**src/rtl/sweep_real.sv**
```systemverilog
// sweep_real: fixed-point triangle sweep LO->HI->LO, one sample per
// valid/ready transfer, for n_cycles full cycles (0 = forever).
//
// Parameters: WIDTH sample width, EXPONENT LSB weight (value = out*2^EXP),
//   LO/HI bounds (integer codes), STEP increment, CNT_W cycle counter width.
// Ports:
//   clk, rst_n       clock, async active-low reset
//   start, stop      begin request / abort (stop wins)
//   n_cycles         full cycles to run, latched on accepted start
//   out, out_valid   sample and its valid
//   out_ready        downstream ready
//   busy, done       not idle / one-cycle finite-sweep completion pulse
// Optional: define SWEEP_REAL_CHECK_EN for a simulation-only range monitor
//   and elaboration parameter checks.
module sweep_real #(
  parameter int WIDTH    = 16,
  parameter int EXPONENT = -8,
  parameter int LO       = -1024,
  parameter int HI       = 1024,
  parameter int STEP     = 64,
  parameter int CNT_W    = 8
) (
  input  logic                    clk,
  input  logic                    rst_n,
  input  logic                    start,
  input  logic                    stop,
  input  logic [CNT_W-1:0]        n_cycles,
  output logic signed [WIDTH-1:0] out,
  output logic                    out_valid,
  input  logic                    out_ready,
  output logic                    busy,
  output logic                    done
);

  typedef enum logic [1:0] {
    S_IDLE = 2'd0,
    S_UP   = 2'd1,
    S_DOWN = 2'd2,
    S_LAST = 2'd3
  } state_t;

  localparam logic signed [WIDTH-1:0] LO_W = WIDTH'(LO);
  localparam logic signed [WIDTH-1:0] HI_W = WIDTH'(HI);
  localparam logic signed [WIDTH:0] LO_X = (WIDTH+1)'(LO);
  localparam logic signed [WIDTH:0] HI_X = (WIDTH+1)'(HI);
  localparam logic signed [WIDTH:0] ST_X = (WIDTH+1)'(STEP);

  state_t r_state, w_state_d;
  logic signed [WIDTH-1:0] r_out, w_out_d;
  logic r_vld, w_vld_d;
  logic r_done, w_done_d;
  logic [CNT_W-1:0] r_cnt, w_cnt_d;
  logic [CNT_W-1:0] r_ncyc, w_ncyc_d;

  logic w_xfer;
  logic signed [WIDTH:0] w_up;
  logic signed [WIDTH:0] w_dn;
  logic [CNT_W-1:0] w_cnt_inc;

  // One extra bit keeps out +/- STEP from wrapping near the rails.
  assign w_xfer = r_vld & out_ready;
  assign w_up = {r_out[WIDTH-1], r_out} + ST_X;
  assign w_dn = {r_out[WIDTH-1], r_out} - ST_X;
  assign w_cnt_inc = (r_cnt == '1) ? r_cnt : r_cnt + 1'b1;

  always_ff @(posedge clk or negedge rst_n) begin
    if (!rst_n) begin
      r_state <= S_IDLE;
      r_out   <= LO_W;
      r_vld   <= 1'b0;
      r_done  <= 1'b0;
      r_cnt   <= '0;
      r_ncyc  <= '0;
    end else begin
      r_state <= w_state_d;
      r_out   <= w_out_d;
      r_vld   <= w_vld_d;
      r_done  <= w_done_d;
      r_cnt   <= w_cnt_d;
      r_ncyc  <= w_ncyc_d;
    end
  end

  always_comb begin
    w_state_d = r_state;
    w_out_d   = r_out;
    w_vld_d   = r_vld;
    w_done_d  = 1'b0;
    w_cnt_d   = r_cnt;
    w_ncyc_d  = r_ncyc;
    if (stop) begin
      // Abort: any same-cycle transfer still counts, out holds.
      w_state_d = S_IDLE;
      w_vld_d   = 1'b0;
    end else begin
      unique case (r_state)
        S_IDLE: begin
          if (start) begin
            w_out_d   = LO_W;
            w_cnt_d   = '0;
            w_ncyc_d  = n_cycles;
            w_vld_d   = 1'b1;
            w_state_d = S_UP;
          end
        end
        S_UP: begin
          if (w_xfer) begin
            if (w_up >= HI_X) begin
              w_out_d   = HI_W;
              w_state_d = S_DOWN;
            end else begin
              w_out_d = w_up[WIDTH-1:0];
            end
          end
        end
        S_DOWN: begin
          if (w_xfer) begin
            if (w_dn <= LO_X) begin
              w_out_d = LO_W;
              w_cnt_d = w_cnt_inc;
              if (r_ncyc != '0 && w_cnt_inc == r_ncyc) begin
                w_state_d = S_LAST;
              end else begin
                w_state_d = S_UP;
              end
            end else begin
              w_out_d = w_dn[WIDTH-1:0];
            end
          end
        end
        S_LAST: begin
          if (w_xfer) begin
            w_vld_d   = 1'b0;
            w_done_d  = 1'b1;
            w_state_d = S_IDLE;
          end
        end
        default: begin
          w_state_d = S_IDLE;
          w_vld_d   = 1'b0;
        end
      endcase
    end
  end

  assign out       = r_out;
  assign out_valid = r_vld;
  assign busy      = (r_state != S_IDLE);
  assign done      = r_done;

`ifdef SWEEP_REAL_CHECK_EN
  real m_scale;
  real m_val;
  real m_lo;
  real m_hi;

  initial begin
    if (LO >= HI || STEP <= 0 || STEP > HI - LO) begin
      $fatal(1, "sweep_real: bad parameters LO=%0d HI=%0d STEP=%0d",
             LO, HI, STEP);
    end
  end

  always @(out) begin
    m_scale = 2.0 ** EXPONENT;
    m_val = $itor(out) * m_scale;
    m_lo = $itor(LO) * m_scale;
    m_hi = $itor(HI) * m_scale;
    if (busy && (m_val < m_lo || m_val > m_hi)) begin
      $display("sweep_real: out %f outside [%f, %f]", m_val, m_lo, m_hi);
      $finish;
    end
  end
`endif

endmodule

```
**config.mk**
```make
export PLATFORM = sky130hd
export DESIGN_NAME = sweep_real
export DESIGN_NICKNAME = d
export VERILOG_FILES = /design/src/rtl/sweep_real.sv
export SDC_FILE = /design/constraint.sdc
export NUM_CORES = 1
export LEC_CHECK = 0
export BUFFER_PORTS_ARGS = -buffer_cell sky130_fd_sc_hd__buf_2
export CAP_MARGIN = 20
export CORE_MARGIN = 5
export CORE_UTILIZATION = 41
export DETAILED_ROUTE_END_ITERATION = 7
export MAX_ROUTING_LAYER = met4
export SYNTH_ARGS = -nofsm -noshare
export SYNTH_HDL_FRONTEND = slang
export SYNTH_SLANG_ARGS = --single-unit
```
**constraint.sdc**
```tcl
create_clock -name clk -period 5.01 [get_ports clk]
set_input_delay 0.501 -clock clk [delete_from_list [all_inputs] [get_ports clk]]
set_output_delay 0.501 -clock clk [all_outputs]
set_load 0.01 [all_outputs]
```
==> summary.md <==
| Metric | Value |
|---|---|
| Status | complete, no violations |
| Final Total Pwr | 1.43 mW |
| Hold Path Class | input port to async pin |
| Met1 wire length | 3.35 mm |
| Reg2Reg Setup Slack | 2.11 ns |
| Most used flip-flop cell after synthesis | dfrtp_1 |
| Fin. max-slew vios | 0 |
| ANT cells | 0 |
| Clock skew | 0.00681 ns |
| Congestion Overflow GR | 0 |
| DR WL met2 | 2.54 mm |
| Final Hold Viols | 0 |
| Vias in the first global route | 1994 |
| Max Root-Sink Buffers | 2 |
| Clock latency on the worst-skew pair | 0.28 ns |
| Routed length per instance | 16.4 um |
| Num rows | 28 |
| Final nets | 330 |
| Post-Route WL | 6.30 mm |
| CTS buffer count | 5 |
| Critical path class | register to register |
| All-Layer GR Usage | 0.180 |
| Fmax | 345 MHz |
| Buffers on Ports | 25 |
| Number of max-cap violations | 0 |
| Cell Area, Synth | 0.00252 mm^2 |
| Die height | 88.5 um |
| Routed wl met3 | 351 um |
| H-tree depth | 2 |
| DR top layer | met4 |
| Slowest stage cell, crit path | dfrtp_1 |
| Synth Area in Simple Gates | 0.228 |
| Initial antenna violation count | 0 |
| Top cell type's share of synthesized area | 0.238 |
| Synthesized flop and latch total | 30 |
| Lkg Pwr | 1.13 nW |
| Adder-cell share of the synthesized area | 0.0396 |
| CP Capture Type | register |
| Mux share of post-synthesis cell area | 0.0565 |
| Post-route ant nets | 0 |
| Postcts setup bufs | 0 |
| Post-detail-place hpwl | 4.66 mm |
| Post-synth EDFFs | 0 |
| Ys Warns | 0 |
| Asr flop ratio synth | 1.00 |
| CP startpoint | out[7] |
| Final min period | 2.90 ns |
| Mapped Cells | 297 |
| Arr. time, crit path | 3.12 ns |
| Global-route wire length before repair | 10.5 mm |
| Clk sinks | 30 |
| Reg2reg end | r_cnt[5] |
| Synth Area in Compound Gates | 0.244 |
| GPL Wtd Cong | 0.888 |
| CTS resizes | 0 |
| WP data required | 5.23 ns |
| Top cells by area, synth | dfrtp_1 (24%), dfstp_2 (6.2%), o21ai_0 (4.6%), xnor2_1 (4.5%), mux2_2 (4.5%) |
| Drt drc | 0 |
| Max incr delay on CP | 0.52 ns |
| Root Buffer | clkbuf_8 |
| Fraction of synthesized cell area in xor and xnor cells | 0.0590 |
| Area Overhead vs Synth | 8.77% |
| # fillers | 597 |
| R2R depth | 9 |
| Reg2reg start | out[7] |
| Critical path peak fanout | 14 |
| TritonRoute pass-1 iters | 4 |
| Setup Total Neg Slack | 0 ns |
| Startpoint Class | register |
| DP Worst Slack | 2.15 ns |
| CTS tree | done |
| DRT iter0 DRCs | 268 |
| Sequential area share after synthesis | 0.300 |
| VDD IR max | 282 uV |
| Via-to-Cell Ratio | 5.74 |
| Worst path cell trace | inv_1 > ha_1 > or3b_1 > nand3b_1 > nand2_1 > a211oi_4 > or4_1 > o21ai_1 > a22o_1 |
| Share of cells above drive strength 1 | 0.216 |
| Yosys top cell by area | dfrtp_1 |
| Netlist cell types | 66 |
| Worst-path clk slew | 0.07 ns |
| Endpoints failing setup | 0 |
| Num ports | 32 |
| Slack of the critical path | 2.11 ns |
| Most frequent cells in the layout | nand2_1 (28), buf_2 (25), dfrtp_1 (24) |
| Tcrit/Tclk final | 0.579 |
| Largest net degree at the start of global routing | 31 |
| Placeable Area | 0.00596 mm^2 |
| Initial core utilization | 0.424 |
| Via Count | 2208 |
| Crit path capture | r_cnt[5] |
| Most common cell after layout, fill and taps aside | nand2_1 |
| Power per cell area | 522 mW/mm^2 |
| Post-CTS Hold Buffers | 0 |
| Max-slew headroom | 0.533 |
| Die Width | 88.5 um |
| Die footprint | 0.00783 mm^2 |
| Largest family of logic cells by synthesized area | compound AO/OA/AOI/OAI gates |
| Worst-Margin Slew | 0.700 ns |
| Mean Syn Cell Area | 8.50 um^2 |
| RSZ-0062 raised after global routing | no |
-- stage by stage --
step	util	instance area [um^2]	std cells	hold WS (ns)
6_report	0.461	2750	385	0.263
5_1_grt	0.461	2750	385	0.319
4_1_cts	0.461	2750	385	0.281
3_5_place_dp	0.443	2640	377	0.544
3_3_place_gp	0.443	2640	377	0.536
2_1_floorplan	-	2540	302	0.205
-- kinds of logic (layout without fill, tap and decap cells) --
logic type,count (synthesis),after routing
AOI/OAI and AO/OA,89,89
xor gates and xnor gates,17,17
adders and majority gates,8,8
buffers and inverters,38,46
DFF,30,30
muxes,13,13
other,1,6
and+or+nand+nor,101,101
-- final cells by class --
cell class	count	area, um^2	area share
clock buffer	5	68.8	0.0251
clock inverter	3	40.0	0.0146
inverter	12	45.0	0.0164
multi-input combinational	234	1610	0.585
sequential	30	758	0.276
tap	75	93.8	0.0342
timing repair buffer	26	133	0.0483
-- power by group --
part           internal [mW]  switching [mW]  total, mW
registers              0.334           0.153      0.487
logic                  0.313           0.391      0.704
clock network          0.146          0.0956      0.242
total                  0.793           0.639       1.43
-- synthesized netlist by cell type (8+ instances only) --
master,count
nor2_1,9
a21oi_1,18
inv_1,12
xnor2_1,13
mux2_2,10
nor3_1,8
nand2_1,28
clkbuf_1,15
ha_1,8
a22o_1,8
nand3_1,11
o21ai_0,23
dfrtp_1,24
-- layer usage --
metal | GRT usage | vias to the layer above
met1 | 0.278 | 1036
met5 | - | -
met4 | 0.0563 | 0
li1 | - | 1106
met2 | 0.227 | 61
met3 | 0.0391 | 5
-- worst min-delay path by stage --
stage	from	endpoint	slack (ns)	depth (start not counted)
after global routing	rst_n	out_valid	0.32	1
after detailed placement	r_ncyc[1]	r_ncyc[1]	0.54	1
after floorplan	rst_n	done	0.21	0
after CTS	rst_n	out[8]	0.28	1
after global placement	r_ncyc[2]	r_ncyc[2]	0.54	1
final	rst_n	out[8]	0.26	1
-- critical path, delay by kind of cell (launching register included) --
kind	cells	cell delay [ns]
compound gates	3	0.40
fa+ha+maj	1	0.27
buf+inv	1	0.18
flops	1	0.52
simple gates	4	1.47
-- state kept, by name, indices dropped and copies added, names as in the netlist --
| name | count |
|---|---|
| done | 1 |
| out | 10 |
| out_valid | 1 |
| r_cnt | 8 |
| r_ncyc | 8 |
| r_state | 2 |
No activity file was read; power rests on OpenSTA's default activity.
